[src/rtl/sum_accumulator.sv]
// rtl/sum_accumulator.sv - accumulates blocks of BLOCK_LEN adder sums into an ACC_W-bit total
// Define SUM_ACC_SAT_EN to saturate the total at all ones on overflow instead of wrapping.
module sum_accumulator #(
  parameter int ACC_W     = 8,
  parameter int BLOCK_LEN = 4
) (
  input  logic                           clk,
  input  logic                           rst_n,
  input  logic                           S0,
  input  logic                           S1,
  input  logic                           S2,
  input  logic                           S3,
  input  logic                           Cout,
  input  logic                           in_valid,
  output logic                           in_ready,
  input  logic                           clear,
  output logic [ACC_W-1:0]               acc_out,
  output logic                           ovf,
  output logic                           out_valid,
  input  logic                           out_ready,
  output logic [$clog2(BLOCK_LEN+1)-1:0] count
);

  localparam int            CW   = $clog2(BLOCK_LEN + 1);
  localparam logic [CW-1:0] LAST = CW'(BLOCK_LEN - 1);

  typedef enum logic {
    ACCUM,
    HOLD
  } state_t;

  state_t           state;
  state_t           state_nxt;
  logic [ACC_W-1:0] acc;
  logic [ACC_W-1:0] acc_nxt;
  logic [ACC_W:0]   v;
  logic [ACC_W:0]   sum;
  logic             accept;
  logic             last;

  // Operand is gated by in_valid so undriven adder bits never reach the adder.
  always_comb begin
    v   = '0;
    if (in_valid) begin
      v = {{(ACC_W - 4){1'b0}}, Cout, S3, S2, S1, S0};
    end
    sum = {1'b0, acc} + v;
`ifdef SUM_ACC_SAT_EN
    acc_nxt = sum[ACC_W] ? {ACC_W{1'b1}} : sum[ACC_W-1:0];
`else
    acc_nxt = sum[ACC_W-1:0];
`endif
  end

  assign last = (count == LAST);

  always_ff @(posedge clk) begin
    if (!rst_n) begin
      state <= ACCUM;
    end else begin
      state <= state_nxt;
    end
  end

  always_comb begin
    state_nxt = state;
    in_ready  = 1'b0;
    out_valid = 1'b0;
    accept    = 1'b0;
    case (state)
      ACCUM: begin
        in_ready = 1'b1;
        accept   = in_valid & ~clear;
        if (accept && last) begin
          state_nxt = HOLD;
        end
      end
      HOLD: begin
        out_valid = 1'b1;
        if (out_ready) begin
          state_nxt = ACCUM;
        end
      end
      default: begin
        state_nxt = ACCUM;
      end
    endcase
  end

  always_ff @(posedge clk) begin
    if (!rst_n) begin
      acc     <= '0;
      count   <= '0;
      ovf     <= 1'b0;
      acc_out <= '0;
    end else begin
      case (state)
        ACCUM: begin
          if (clear) begin
            acc   <= '0;
            count <= '0;
            ovf   <= 1'b0;
          end else if (accept) begin
            ovf <= ovf | sum[ACC_W];
            if (last) begin
              acc_out <= acc_nxt;
              acc     <= '0;
              count   <= '0;
            end else begin
              acc   <= acc_nxt;
              count <= count + 1'b1;
            end
          end
        end
        HOLD: begin
          // acc_out keeps the last total after draining; only ovf is re-armed.
          if (out_ready) begin
            ovf <= 1'b0;
          end
        end
        default: begin
          acc <= '0;
        end
      endcase
    end
  end

endmodule

[config.mk]
export PLATFORM = sky130hd
export DESIGN_NAME = sum_accumulator
export DESIGN_NICKNAME = d
export VERILOG_FILES = /design/src/rtl/sum_accumulator.sv
export SDC_FILE = /design/constraint.sdc
export NUM_CORES = 1
export LEC_CHECK = 0
export ABC_AREA = 0
export CAP_MARGIN = 20
export CORE_MARGIN = 2
export CORE_UTILIZATION = 52
export CTS_BUF_LIST = sky130_fd_sc_hd__clkbuf_4 sky130_fd_sc_hd__clkbuf_8
export CTS_CLUSTER_DIAMETER = 30
export CTS_CLUSTER_SIZE = 16
export DETAILED_ROUTE_END_ITERATION = 16
export PLACE_DENSITY = 0.85
export SLEW_MARGIN = 20
export SYNTH_ARGS = -nofsm -noshare
export SYNTH_HDL_FRONTEND = slang
export SYNTH_SLANG_ARGS = --single-unit
[constraint.sdc]
create_clock -name clk -period 2.7 [get_ports clk]
set_input_delay 0.405 -clock clk [delete_from_list [all_inputs] [get_ports clk]]
set_output_delay 0.405 -clock clk [all_outputs]
set_load 0.01 [all_outputs]
==> metrics.md, run 1 <==
| Metric | Value |
|---|---|
| Setup WS post-layout | 0.357 ns |
| Clock buffer depth | 2 |
| I/O Pins | 24 |
| Synth Warn # | 0 |
| Placement Setup Slack | roughly 0.064 ns |
| DR vias/cell | 5.74 |
| CP Class | input port to register |
| Detail Route Antenna Nets | 0 |
| Area leader, netlist | dfxtp_1 |
| Commonest non-fill, non-tap cell in the layout | clkdlybuf4s50_1 |
| CTS Buf Count | 3 |
| FF-to-FF Start | acc[0] |
| Synth Instances | 127 |
| CTS clk-pin slew, worst paths | 0.12 ns |
| Clock sinks | 21 |
| Die ar. | 0.00256 mm^2 |
| Initial antenna violation count | 0 |
| First-pass GRT wire length | 4260 um |
| Layout area overhead | 25.7% |
| Die Height | 50.6 um |
| Number of setup violations in the final report | 0 |
| Top cell type's share of synthesized area | 37.2% |
| Drt pass-1 iters | 4 |
| CP Launch Type | input port |
| Pins over their slew limit | 0 |
| Lkg Pwr | 0.573 nW |
| PortBufs | 23 |
| Root Buffer | clkbuf_4 |
| Grt ovf | 0 |
| Worst setup path start | in_valid |
| Tightest Pin Transition | between 0.4 and 0.5 ns |
| Drt wl/cell | 14.2 um |
| Iteration-0 DRC Markers | 35 |
| Worst relative slew slack | a little under three quarters |
| Syn Area/Cell | 8.91 um^2 |
| Initial Util | between 50 and 60% |
| GRT Resource Usage Total | 21.7% |
| Worst Path Max Fanout | 4 |
| DRC | 0 |
| CTS tree | yes |
| Placed wire-length estimate | between 1500 and 2000 um |
| RSZ-0062 raised after global routing | no |
| Synth Register Bits | 21 |
| Crit path arrival time | 2.53 ns |
| Vias | between 1000 and 1500 |
| HP Class | register to register |
| Hold-fix buffers, CTS | 0 |
| Max Cap Viol | 0 |
| Die W | 50.6 um |
| Count of different cell masters after synthesis | 43 |
| Skew-Pair Late Insertion Delay | 0.30 ns |
| Worst Hold Launch | acc_out[0] |
| Post-Syn Area | 0.00113 mm^2 |
| Pin count of the biggest net entering global routing | 15 |
| Drt total wl | roughly 2600 um |
| Row Count | 16 |
| Post CTS Setup Buffer Count | 0 |
| Pwr per Cell Area | around 380 mW/mm^2 |
| Most frequent cells in the layout | clkdlybuf4s50_1 (23), dfxtp_1 (21), nand2_1 (11) |
| Nets | 171 |
| Core area | 0.00200 mm^2 |
| Syn nets | 144 |
| Final Critical Period | 2.34 ns |
| CTS H-tree depth | 1 |
| Top post-synthesis cells by area | dfxtp_1 (37%), ha_1 (6.6%), nand2_1 (3.7%), nand3_1 (3.5%), o21ai_0 (3.5%) |
| Routability congestion estimate | about 0.9 |
| Cts repair resizes | 0 |
| Register area share after synthesis | 37.2% |
| VDD IR-drop max | 0.340 mV |
| FMAX | 0.427 GHz |
| Final Hold Violating Endpoints | 0 |
| Run status | complete, no violations |
| Fin crit share | 86.8% |
| Clock skew | approximately 0.0067 ns |
| Setup TNS | 0 ns |
| Diodes inserted | 0 |
| Crit. End Element | register |
| Total design power | between 500 and 600 uW |
| Vias in the first global route | 964 |
| CP required | 2.89 ns |
| Share of post-route cells with drive strength above 1 | 7.84% |
-- power breakdown --
| part | internal (mW) | switching [mW] | total, mW |
|---|---|---|---|
| logic | 0.0370 | 0.0352 | 0.0722 |
| registers | 0.314 | 0.00394 | 0.318 |
| clock network | 0.0552 | 0.0964 | 0.152 |
-- logic make-up after synthesis --
group | count (synthesis) | share of synthesized area [%]
flip-flops | 21 | 37.2
AO/OA/AOI/OAI | 42 | 25.0
multiplexers | 1 | 0.885
buffers and inverters | 8 | 3.43
XOR/XNOR | 3 | 2.32
adder cells (fa/ha/maj) | 7 | 8.41
AND/OR/NAND/NOR | 45 | 22.8
-- synthesized netlist by cell type --
master     instances
a211oi_1           1
o21ai_1            3
and3_1             3
nor3b_2            1
o311ai_1           1
xnor2_1            2
a21o_1             2
a22oi_1            3
dfxtp_1           21
a211o_1            1
or2_2              1
clkbuf_1           2
nand3_1            8
mux2i_1            1
inv_1              4
nor2b_1            6
a2bb2oi_1          1
o21ai_0            8
nand3b_1           1
a221o_1            1
or3_1              1
a31oi_1            6
o21bai_1           1
nor3b_1            1
o21a_1             2
xor2_1             1
a21boi_0           1
nand2_1           11
nand2b_1           2
o211a_1            2
ha_1               6
buf_6              1
or3b_4             1
a21oi_1            4
fa_1               1
nor2_1             2
nor2_4             1
nor2_2             1
and2_1             5
buf_2              1
o2111ai_1          1
a21boi_1           3
o211ai_1           1
-- worst max-delay path: stages --
cell and delay (ns):
clkdlybuf4s50_1 0.47, and2_1 0.18, ha_1 0.22, fa_1 0.42, a21o_1 0.21, a221o_1 0.37, xnor2_1 0.17, a21oi_1 0.09
-- sequential cells by signal, indices dropped and copies added, names as in the netlist --
name	flops
ovf	1
acc	8
count	3
acc_out	8
state	1
-- routing by layer --
layer  wire (um)  global-route usage, %  vias up
met5           0                      0        -
met4          22                   6.76        0
met3         106                   2.98        4
met2        1270                   38.8       27
met1        1170                   26.7      489
li1            -                      -      513
-- area by class of cell --
type                            count  area (um^2)
Multi-Input combinational cell     98          672
Timing Repair Buffer               26          253
Fill cell                         167          581
Clock inverter                      1         5.00
Clock buffer                        3         22.5
Sequential cell                    21          420
Inverter                            4         15.0
Tap cell                           27         33.8
-- worst paths after layout --
path,endpoint,slack (ns),depth (start not counted)
worst max register to register,acc_out[6],0.76,6
worst max-delay path,acc_out[6],0.36,8
worst min register to register,acc_out[0],0.46,2
worst min-delay path,acc_out[0],0.46,2
-- stage by stage --
step                      cells  hold WS, ns  utilization [%]  instance area, um^2
final                       180        0.460             71.0                 1420
after global routing        180        0.495             71.0                 1420
after CTS                   180        0.464             71.0                 1420
after detailed placement    176        0.447             69.6                 1390
after global placement      176        0.443             69.6                 1390
after floorplan             127        0.438                -                 1130
No activity file was read; power rests on OpenSTA's default activity.
==> run 2, diff against run 1 <==
--- a/config.mk
+++ b/config.mk
@@ -6,7 +6,6 @@
 export NUM_CORES = 1
 export LEC_CHECK = 0
 export ABC_AREA = 0
-export CAP_MARGIN = 20
 export CORE_MARGIN = 2
 export CORE_UTILIZATION = 52
 export CTS_BUF_LIST = sky130_fd_sc_hd__clkbuf_4 sky130_fd_sc_hd__clkbuf_8
==> results of run 2 <==
The final DEF is identical to that of run 1; final timing and power are the same.
